**src/rtl/br_resolve_if.sv**
```systemverilog
// Signal bundle between the pipeline/fetch side and the branch resolve unit.
// The master drives the IF/ID/EX-side inputs; the slave returns redirects, flushes and counters.
interface br_resolve_if #(
  parameter int CNT_W = 32
);
  logic [31:0]      pc_IF;
  logic             pred_taken_IF;
  logic [31:0]      npc_pred_IF;
  logic             stall_IF;
  logic             stall_ID;
  logic             stall_EX;
  logic             flush_ID_in;
  logic             flush_EX_in;
  logic             br_inst_EX;
  logic             br_EX;
  logic [31:0]      br_target_EX;

  logic [31:0]      pc_EX;
  logic             pred_taken_EX;
  logic             redirect_valid;
  logic [31:0]      redirect_pc;
  logic             flush_IF_ID;
  logic             flush_ID_EX;
  logic             upd_valid;
  logic [CNT_W-1:0] br_cnt;
  logic [CNT_W-1:0] mispred_cnt;
  logic [1:0]       dbg_state;

  // Handshake: redirect_valid has no ready. Fetch signals that it cannot
  // accept by raising stall_IF, and the unit keeps the redirect pending
  // (with flushes held) until stall_IF is low in the same cycle as redirect_valid.
  modport master (
    output pc_IF, pred_taken_IF, npc_pred_IF, stall_IF, stall_ID, stall_EX,
           flush_ID_in, flush_EX_in, br_inst_EX, br_EX, br_target_EX,
    input  pc_EX, pred_taken_EX, redirect_valid, redirect_pc, flush_IF_ID,
           flush_ID_EX, upd_valid, br_cnt, mispred_cnt, dbg_state
  );

  modport slave (
    input  pc_IF, pred_taken_IF, npc_pred_IF, stall_IF, stall_ID, stall_EX,
           flush_ID_in, flush_EX_in, br_inst_EX, br_EX, br_target_EX,
    output pc_EX, pred_taken_EX, redirect_valid, redirect_pc, flush_IF_ID,
           flush_ID_EX, upd_valid, br_cnt, mispred_cnt, dbg_state
  );
endinterface

```
**src/rtl/br_resolve_unit.sv**
```systemverilog
// EX-stage branch resolution: carries IF predictions through ID/EX, compares them with
// the actual outcome, issues redirects/flushes/predictor updates and counts branches.
module br_resolve_unit #(
  parameter int CNT_W = 32
) (
  input  logic        clk,
  input  logic        rst,
  br_resolve_if.slave bus
);

  typedef enum logic [1:0] {
    ST_IDLE   = 2'd0,
    ST_HOLD   = 2'd1,
    ST_SQUASH = 2'd2
  } state_t;

  localparam logic [CNT_W-1:0] CNT_MAX = {CNT_W{1'b1}};
  localparam logic [CNT_W-1:0] CNT_ONE = {{(CNT_W-1){1'b0}}, 1'b1};

  state_t           r_state;
  logic [31:0]      r_pend_pc;
  logic [CNT_W-1:0] r_br_cnt;
  logic [CNT_W-1:0] r_mis_cnt;

  logic        r_id_valid;
  logic [31:0] r_id_pc;
  logic        r_id_pt;
  logic [31:0] r_id_npc;
  logic        r_ex_valid;
  logic [31:0] r_ex_pc;
  logic        r_ex_pt;
  logic [31:0] r_ex_npc;

  logic        w_resolve;
  logic        w_mispred;
  logic [31:0] w_correct_pc;
  logic        w_flush;
  logic        w_redirect_valid;
  logic [31:0] w_redirect_pc;

  // Resolve looks at the current EX contents, so it wins over a same-cycle flush_EX_in.
  always_comb begin
    w_resolve        = r_ex_valid && bus.br_inst_EX && !bus.stall_EX && (r_state != ST_SQUASH);
    w_mispred        = w_resolve && ((bus.br_EX != r_ex_pt) ||
                                     (bus.br_EX && (r_ex_npc != bus.br_target_EX)));
    w_correct_pc     = bus.br_EX ? bus.br_target_EX : (r_ex_pc + 32'd4);
    w_flush          = 1'b0;
    w_redirect_valid = 1'b0;
    w_redirect_pc    = 32'd0;
    case (r_state)
      ST_IDLE: begin
        if (w_mispred) begin
          w_flush          = 1'b1;
          w_redirect_valid = !bus.stall_IF;
          w_redirect_pc    = w_correct_pc;
        end
      end
      ST_HOLD: begin
        w_flush          = 1'b1;
        w_redirect_valid = !bus.stall_IF;
        w_redirect_pc    = r_pend_pc;
      end
      default: ;
    endcase
  end

  always_ff @(posedge clk or negedge rst) begin
    if (!rst) begin
      r_state   <= ST_IDLE;
      r_pend_pc <= 32'd0;
      r_br_cnt  <= '0;
      r_mis_cnt <= '0;
    end else begin
      case (r_state)
        ST_IDLE: begin
          if (w_mispred) begin
            r_pend_pc <= w_correct_pc;
            r_state   <= bus.stall_IF ? ST_HOLD : ST_SQUASH;
          end
        end
        ST_HOLD:   if (!bus.stall_IF) r_state <= ST_SQUASH;
        ST_SQUASH: r_state <= ST_IDLE;
        default:   r_state <= ST_IDLE;
      endcase
      if (w_resolve && (r_br_cnt != CNT_MAX))  r_br_cnt  <= r_br_cnt + CNT_ONE;
      if (w_mispred && (r_mis_cnt != CNT_MAX)) r_mis_cnt <= r_mis_cnt + CNT_ONE;
    end
  end

  // Slot fields follow the stalls; valid is cleared by any flush, even under a stall.
  always_ff @(posedge clk or negedge rst) begin
    if (!rst) begin
      r_id_valid <= 1'b0;
      r_id_pc    <= 32'd0;
      r_id_pt    <= 1'b0;
      r_id_npc   <= 32'd0;
      r_ex_valid <= 1'b0;
      r_ex_pc    <= 32'd0;
      r_ex_pt    <= 1'b0;
      r_ex_npc   <= 32'd0;
    end else begin
      if (!bus.stall_ID) begin
        r_id_pc  <= bus.pc_IF;
        r_id_pt  <= bus.pred_taken_IF;
        r_id_npc <= bus.npc_pred_IF;
      end
      if (bus.flush_ID_in || w_flush) r_id_valid <= 1'b0;
      else if (!bus.stall_ID)         r_id_valid <= 1'b1;

      if (!bus.stall_EX) begin
        r_ex_pc  <= r_id_pc;
        r_ex_pt  <= r_id_pt;
        r_ex_npc <= r_id_npc;
      end
      if (bus.flush_EX_in || w_flush) r_ex_valid <= 1'b0;
      else if (!bus.stall_EX)         r_ex_valid <= r_id_valid;
    end
  end

  assign bus.pc_EX          = r_ex_pc;
  assign bus.pred_taken_EX  = r_ex_pt;
  assign bus.redirect_valid = w_redirect_valid;
  assign bus.redirect_pc    = w_redirect_pc;
  assign bus.flush_IF_ID    = w_flush;
  assign bus.flush_ID_EX    = w_flush;
  assign bus.upd_valid      = w_resolve;
  assign bus.br_cnt         = r_br_cnt;
  assign bus.mispred_cnt    = r_mis_cnt;
  assign bus.dbg_state      = r_state;

endmodule

```
**src/flat_wrapper.sv**
```systemverilog
// flat-port wrapper written by rule: the top's interface ports become plain ports
module br_resolve_unit_flat 
#(
  parameter int CNT_W = 32
)
  (clk, rst, bus_pc_IF, bus_pred_taken_IF, bus_npc_pred_IF, bus_stall_IF, bus_stall_ID, bus_stall_EX, bus_flush_ID_in, bus_flush_EX_in, bus_br_inst_EX, bus_br_EX, bus_br_target_EX, bus_pc_EX, bus_pred_taken_EX, bus_redirect_valid, bus_redirect_pc, bus_flush_IF_ID, bus_flush_ID_EX, bus_upd_valid, bus_br_cnt, bus_mispred_cnt, bus_dbg_state);
  br_resolve_if #(.CNT_W(CNT_W)) bus_i ();
  input  logic clk;
  input  logic rst;
  input wire logic [$bits(bus_i.pc_IF)-1:0] bus_pc_IF;
  input wire logic [$bits(bus_i.pred_taken_IF)-1:0] bus_pred_taken_IF;
  input wire logic [$bits(bus_i.npc_pred_IF)-1:0] bus_npc_pred_IF;
  input wire logic [$bits(bus_i.stall_IF)-1:0] bus_stall_IF;
  input wire logic [$bits(bus_i.stall_ID)-1:0] bus_stall_ID;
  input wire logic [$bits(bus_i.stall_EX)-1:0] bus_stall_EX;
  input wire logic [$bits(bus_i.flush_ID_in)-1:0] bus_flush_ID_in;
  input wire logic [$bits(bus_i.flush_EX_in)-1:0] bus_flush_EX_in;
  input wire logic [$bits(bus_i.br_inst_EX)-1:0] bus_br_inst_EX;
  input wire logic [$bits(bus_i.br_EX)-1:0] bus_br_EX;
  input wire logic [$bits(bus_i.br_target_EX)-1:0] bus_br_target_EX;
  output wire logic [$bits(bus_i.pc_EX)-1:0] bus_pc_EX;
  output wire logic [$bits(bus_i.pred_taken_EX)-1:0] bus_pred_taken_EX;
  output wire logic [$bits(bus_i.redirect_valid)-1:0] bus_redirect_valid;
  output wire logic [$bits(bus_i.redirect_pc)-1:0] bus_redirect_pc;
  output wire logic [$bits(bus_i.flush_IF_ID)-1:0] bus_flush_IF_ID;
  output wire logic [$bits(bus_i.flush_ID_EX)-1:0] bus_flush_ID_EX;
  output wire logic [$bits(bus_i.upd_valid)-1:0] bus_upd_valid;
  output wire logic [$bits(bus_i.br_cnt)-1:0] bus_br_cnt;
  output wire logic [$bits(bus_i.mispred_cnt)-1:0] bus_mispred_cnt;
  output wire logic [$bits(bus_i.dbg_state)-1:0] bus_dbg_state;
  assign bus_i.pc_IF = bus_pc_IF;
  assign bus_i.pred_taken_IF = bus_pred_taken_IF;
  assign bus_i.npc_pred_IF = bus_npc_pred_IF;
  assign bus_i.stall_IF = bus_stall_IF;
  assign bus_i.stall_ID = bus_stall_ID;
  assign bus_i.stall_EX = bus_stall_EX;
  assign bus_i.flush_ID_in = bus_flush_ID_in;
  assign bus_i.flush_EX_in = bus_flush_EX_in;
  assign bus_i.br_inst_EX = bus_br_inst_EX;
  assign bus_i.br_EX = bus_br_EX;
  assign bus_i.br_target_EX = bus_br_target_EX;
  assign bus_pc_EX = bus_i.pc_EX;
  assign bus_pred_taken_EX = bus_i.pred_taken_EX;
  assign bus_redirect_valid = bus_i.redirect_valid;
  assign bus_redirect_pc = bus_i.redirect_pc;
  assign bus_flush_IF_ID = bus_i.flush_IF_ID;
  assign bus_flush_ID_EX = bus_i.flush_ID_EX;
  assign bus_upd_valid = bus_i.upd_valid;
  assign bus_br_cnt = bus_i.br_cnt;
  assign bus_mispred_cnt = bus_i.mispred_cnt;
  assign bus_dbg_state = bus_i.dbg_state;
  br_resolve_unit #(.CNT_W(CNT_W)) u_core (.clk(clk), .rst(rst), .bus(bus_i));
endmodule
```
**config.mk**
```make
export PLATFORM = sky130hd
export DESIGN_NAME = br_resolve_unit_flat
export DESIGN_NICKNAME = d
export VERILOG_FILES = /design/src/rtl/br_resolve_if.sv /design/src/rtl/br_resolve_unit.sv /design/src/flat_wrapper.sv
export SDC_FILE = /design/constraint.sdc
export NUM_CORES = 1
export LEC_CHECK = 0
export CORE_MARGIN = 1.5
export CORE_UTILIZATION = 55
export DETAILED_ROUTE_END_ITERATION = 10
export PLACE_DENSITY = 0.92
export SLEW_MARGIN = 20
export SYNTH_ARGS = -nofsm -noshare
export SYNTH_HDL_FRONTEND = slang
export SYNTH_SLANG_ARGS = --single-unit
```
**constraint.sdc**
```tcl
create_clock -name clk -period 4.22 [get_ports clk]
set_input_delay 0.844 -clock clk [delete_from_list [all_inputs] [get_ports clk]]
set_output_delay 0.844 -clock clk [all_outputs]
set_load 0.01 [all_outputs]
```
==> reports/results.tsv, run 1 <==
metric	value	unit
sequentialPowerShare	0.466	
final_area	15000	sq um
switchingPower	1.51	mW
ys_types	56	
synth_top_cells_by_area	dfrtp_1, mux2_2, xor2_1, xnor2_1, a21o_1	
synth_common_cells	dfrtp_1, mux2_2, xor2_1	
synth.most_common_cell	dfrtp_1	
cts-root-buf	clkbuf_16	
num_rows	51	
totalPowerFinal	5.85	mW
io_buffers	240	
ys_seq_elements	230	
reg2reg_slack	1420	ps
fp.coreArea	19600	sq um
path_class	input pin to output port	
drv_cap	0	
cts_buffer_depth	3	
p_per_area	390	nW/um^2
hpwl	22.1	mm
drc	0	
antennaDiodeCount	0	
min_path_type	input pin to asynchronous set/reset pin	
fillers	1228	
drive_above_1_share	0.222	
pwr-share-comb	0.159	
synthArstFlopShare	1.00	
crit_fanout	14	
grt_pass1_wl	48.2	mm
max_stage_delay	480	ps
dpl.cell_count	1459	
critPathSlowestCell	clkdlybuf4s50_1	
slew_viol_final	0	
slew_headroom	0.352	
seq_area_frac_synth	0.520	
clock_latency	530	ps
status	finished, violations left	
place_area	14000	sq um
fin_ws	-57.3	ps
cts_max_level	1	
clkSlewWorstSetupHoldPaths	60	ps
finClkSkew	22.2	ps
start_util	0.564	
clockPowerShare	0.375	
ant_nets	0	
setup_violations	6	
cp.arrival	3430	ps
grt_max_degree	106	
drt-total-wl	31.3	mm
synthCells	946	
synth_edf_count	0	
via_count	8832	
cp.required	3380	ps
critPathCaptureType	output port	
fin_util	0.766	
cts_inserted_buffers	24	
area_growth	35.7	%
rsz0062_at_grt	yes	
ys.flop_type	dfrtp_1	
max_freq	234	MHz
cts_hold_buf	0	
worst_r2r_endpoint	u_core.bus.mispred_cnt[1]$_DFFE_PN0P_	
syn_nets	1055	
violations	negative setup slack	
cp-start-kind	input pin	
via_per_inst	5.87	
cts_tree	yes	
p_sw_frac	0.259	
layout.nets	1332	
routedWlPerCell	20.8	um
r2r_cells	7	
post-route-period-util	1.01	
crit_path_cell_trace	clkdlybuf4s50_1, xor2_1, nor4_1, nand3_1, nor4_2, buf_4, buf_8, nor3_1, a21o_1, clkdlybuf4s50_1	
synth_top_area_cell	dfrtp_1	
num_io_pins	241	
die-area	21000	sq um
drt_iter0_markers	478	
reg2reg_from	u_core.bus.mispred_cnt[0]$_DFFE_PN0P_	
yosys_warnings	0	
crit_top_cell	clkdlybuf4s50_1	
internal-power	4.34	mW
drt-pass1-iter-count	5	
avgSynthCellArea	11.7	sq um
grt.overflow.total	0	
die_width	145	um
fp.dieH	145	um
grtUsageTotal	0.299	
instances_no_fill	1504	
finalHoldViolCount	0	
antenna_found_initial	0	
netlist_area	11100	sq um
place_congestion	0.889	
layout_min_cycle_time	4280	ps
cts.sinks	230	
vdd_drop_max	0.417	mV
power_leakage	6.92	nW
tightest_slew	972	ps
grt_pass1_vias	9099	
synth_top_area_frac	0.520	
[power groups by stage]
stage	clock network [mW]	logic, mW	registers (mW)
6_report	2.19	0.932	2.72
5_1_grt	2.32	1.00	2.75
4_1_cts	2.22	0.935	2.72
3_3_place_gp	0	0.877	2.73
3_5_place_dp	0	0.913	2.75
2_1_floorplan	0	0.443	2.71
[layout by cell type (no fill, tap or decap), drive strengths merged, types with 16 or more instances in the layout]
cell type / Yosys / layout
buf: 17 / 64
clkbuf: 33 / 37
o21ai: 33 / 33
a21o: 40 / 40
nor4: 29 / 29
nor3: 36 / 36
mux2: 132 / 132
nand3: 42 / 42
nor2: 43 / 43
dfrtp: 230 / 230
xnor2: 44 / 44
xor2: 74 / 74
dlygate4sd2: 0 / 17
nand2: 54 / 54
mux2i: 16 / 16
clkdlybuf4s50: 0 / 208
nand4: 36 / 36
[worst max-delay path, delay by kind of cell]
kind,cells,cell delay [ps]
buf+inv,4,1360
simple gates,4,850
compound gates,1,180
xor+xnor,1,200
[state kept, by name, indices dropped and copies added (netlist names)]
register / cells
u_core.r_pend_pc: 32
u_core.bus.mispred_cnt: 32
u_core.r_ex_npc: 32
u_core.bus.br_cnt: 32
u_core.bus.pred_taken_EX: 1
u_core.r_id_pt: 1
u_core.r_id_pc: 32
u_core.r_ex_valid: 1
u_core.bus.dbg_state: 2
u_core.r_id_valid: 1
u_core.bus.pc_EX: 32
u_core.r_id_npc: 32
[logic make-up (layout without fill, tap and decap cells)]
| family | Yosys count | count (layout) | share of synthesized area |
|---|---|---|---|
| compound gates | 100 | 100 | 0.0669 |
| xor+xnor | 118 | 118 | 0.0935 |
| fa+ha+maj | 3 | 3 | 0.00339 |
| buf+inv | 64 | 357 | 0.0275 |
| flops | 230 | 230 | 0.520 |
| mux | 148 | 148 | 0.149 |
| simple gates | 283 | 283 | 0.139 |
[layout make-up]
cell class / count / area, sq um / share of cell area
clock buffer: 37 / 709 / 0.0473
clock inverter: 5 / 111 / 0.00742
inverter: 14 / 53.8 / 0.00358
multi-input combinational: 652 / 5140 / 0.343
sequential: 230 / 5760 / 0.384
tap: 265 / 332 / 0.0221
timing repair buffer: 301 / 2900 / 0.193
[what timing repair did]
action,CTS,global route
setup buffers,2,1
setup endpoints to repair,34,18
gates resized for setup,36,18
pin swaps,1,0
gates cloned,0,0
[metal layers]
layer	global-route usage	up-vias	wire length, um
met5	0	-	0
met4	0.131	0	1370
met3	0.0796	94	2750
met2	0.515	399	15700
met1	0.351	4401	11500
li1	-	3938	-
[how the worst max path moves through the flow]
stage | from | endpoint | slack (ps) | depth (start not counted)
finish | bus_br_target_EX[17] | bus_redirect_pc[10] | -60 | 10
CTS | bus_br_target_EX[16] | bus_redirect_pc[9] | -0.4 | 10
detailed placement | bus_br_inst_EX | bus_redirect_pc[17] | -140 | 10
floorplan | bus_stall_EX | bus_redirect_pc[26] | 840 | 8
global route | bus_br_inst_EX | bus_redirect_pc[10] | -150 | 10
global placement | bus_br_inst_EX | bus_redirect_pc[17] | -130 | 10
[metrics by stage]
stage               hold WS [ps]  worst slack (ps)  setup TNS (ps)
floorplan                    450               835               0
global placement             459              -128            -992
detailed placement           466              -145           -1340
CTS                          420            -0.365          -0.365
global route                 412              -150            -720
finish                       386             -57.3            -259
No activity file was read; power rests on OpenSTA's default activity.
==> run 2, diff against run 1 <==
--- a/config.mk
+++ b/config.mk
@@ -8,7 +8,9 @@
 export CORE_MARGIN = 1.5
 export CORE_UTILIZATION = 55
 export DETAILED_ROUTE_END_ITERATION = 10
+export HOLD_SLACK_MARGIN = 0.03
 export PLACE_DENSITY = 0.92
+export SKIP_CTS_REPAIR_TIMING = 1
 export SLEW_MARGIN = 20
 export SYNTH_ARGS = -nofsm -noshare
 export SYNTH_HDL_FRONTEND = slang
==> reports/results.tsv, run 2 (synthesis gave the netlist of run 1 again) <==
metric	value	unit	change
crit_top_cell	clkdlybuf4s50_1		
grt_pass1_wl	47.7	mm	-0.99%
io_buffers	240		unchanged
crit_fanout	14		unchanged
post-place-ws	-145	ps	unchanged
worst-path-buf-inv	4		unchanged
fp.dieH	145	um	unchanged
final_cell_mix	dfrtp_1, clkdlybuf4s50_1, mux2_2, xor2_1, buf_4		
grt_max_degree	106		unchanged
grt_pass1_vias	9046		-0.58%
via_count	8816		-0.18%
ant_nets	0		unchanged
hpwl	22.1	mm	unchanged
cp-start-kind	input pin		
finClkSkew	22.3	ps	+0.0966 ps
cts_inserted_buffers	24		unchanged
max_stage_delay	480	ps	about the same
p_per_area	388	nW/um^2	-0.36%
routed-wl-met2	15.9	mm	+1.7%
path_class	input pin to output port		
drive_above_1_share	0.218		-0.00386
start_util	0.564		unchanged
antennaDiodeCount	0		unchanged
die-area	21000	sq um	unchanged
fin_ws	-70.1	ps	-12.8 ps
clock_latency	530	ps	about the same
cts.sinks	230		unchanged
crit_path_cell_trace	clkdlybuf4s50_1, xor2_1, nor4_1, nand3_1, nor4_2, buf_4, buf_6, nor3_1, a21o_1, clkdlybuf4s50_1		
critical-path-top-delay-family	buffers and inverters		
critPathCaptureType	output port		
final_area	15100	sq um	+0.38%
grt.overflow.total	0		unchanged
status	finished, violations left		
antenna_found_initial	0		unchanged
slew_viol_final	0		unchanged
via_per_inst	5.87		-0.11%
drt-pass1-iter-count	5		unchanged
drt-total-wl	31.3	mm	+0.16%
drc	0		unchanged
critPathSlowestCell	clkdlybuf4s50_1		
instances_no_fill	1503		-0.066%
layout.nets	1331		-0.075%
place_congestion	0.889		unchanged
layout_min_cycle_time	4290	ps	+12.8 ps
power_leakage	7.03	nW	+1.6%
cp.required	3380	ps	about the same
cts_tree	yes		
vdd_drop_max	0.414	mV	-0.60%
drv_cap	0		unchanged
slew_headroom	0.357		+0.00498
setup_violations	12		+6
wl_met3	2.80	mm	+1.6%
cp.arrival	3450	ps	+20 ps
cts-root-buf	clkbuf_16		
cts_buffer_depth	3		unchanged
post-route-period-util	1.02		+0.00303
drt-met1-wl	11.4	mm	-0.90%
drt_iter0_markers	435		-9.0%
num_rows	51		unchanged
die_width	145	um	unchanged
top_layer	met4		
rsz0062_at_grt	yes		
num_io_pins	241		unchanged
fin_tns_setup	-651	ps	-392 ps
finalHoldViolCount	0		unchanged
max_freq	233	MHz	-0.30%
place_area	14000	sq um	unchanged
tightest_slew	965	ps	-7.47 ps
totalPowerFinal	5.85	mW	about the same
grtUsageTotal	0.295		-0.00339
min_path_type	input pin to asynchronous set/reset pin		
final_common_cell	dfrtp_1		
violations	negative setup slack		
cts_max_level	1		unchanged
clkSlewWorstSetupHoldPaths	60	ps	about the same
dpl.cell_count	1459		unchanged
fp.coreArea	19600	sq um	unchanged
routedWlPerCell	20.8	um	+0.23%
area_growth	36.2	%	
-- run 2: cell count changes in the layout (fill, tap and decap cells not counted), sizes merged --
cell / previous run / this run
buf: 64 / 63
clkdlybuf4s50: 208 / 214
dlygate4sd2: 17 / 0
dlymetal6s2s: 12 / 23
-- run 2: through the flow --
| step | utilization | hold slack [ps] |
|---|---|---|
| final | 0.769 | 388 |
| after CTS | 0.757 | 420 |
| after detailed placement | 0.715 | 466 |
| after global placement | 0.715 | 459 |
| after floorplan | - | 450 |
| after global routing | 0.769 | 411 |
-- run 2: area by class of cell --
class	count	area, sq um
flip-flops and latches	230	5760
multi-input cells	652	5160
fillers	1220	4520
repair buffers	300	2940
clock buffers	37	709
well taps	265	332
clock inverters	5	111
inverters	14	53.8
-- run 2: per-layer routing --
layer	up-vias	GRT usage
li1	3943	-
met1	4380	0.342
met2	404	0.515
met3	89	0.0829
met4	0	0.121
met5	-	0
-- run 2: path summary, 6_finish.rpt --
kind / startpoint / to / slack, ps / cells after the start
setup / recovery: bus_br_target_EX[17] / bus_redirect_pc[9] / -70 / 10
setup reg to reg: u_core.bus.mispred_cnt[0]$_DFFE_PN0P_ / u_core.bus.mispred_cnt[1]$_DFFE_PN0P_ / 1420 / 7
hold / removal: rst / u_core.bus.br_cnt[21]$_DFFE_PN0P_ / 390 / 1
min in group clk: u_core.r_pend_pc[19]$_DFFE_PN0P_ / u_core.r_pend_pc[19]$_DFFE_PN0P_ / 480 / 1
max in group asynchronous: rst / u_core.bus.pc_EX[3]$_DFFE_PN0N_ / 2930 / 2
hold reg to reg: u_core.r_pend_pc[19]$_DFFE_PN0P_ / u_core.r_pend_pc[19]$_DFFE_PN0P_ / 480 / 1
-- run 2: report_power, final --
| group | internal, mW | total [mW] | switching, mW | leakage [nW] |
|---|---|---|---|---|
| sequential | 2.48 | 2.72 | 0.243 | 2.85 |
| clock | 1.34 | 2.19 | 0.852 | 0.400 |
| combinational | 0.524 | 0.940 | 0.415 | 3.79 |
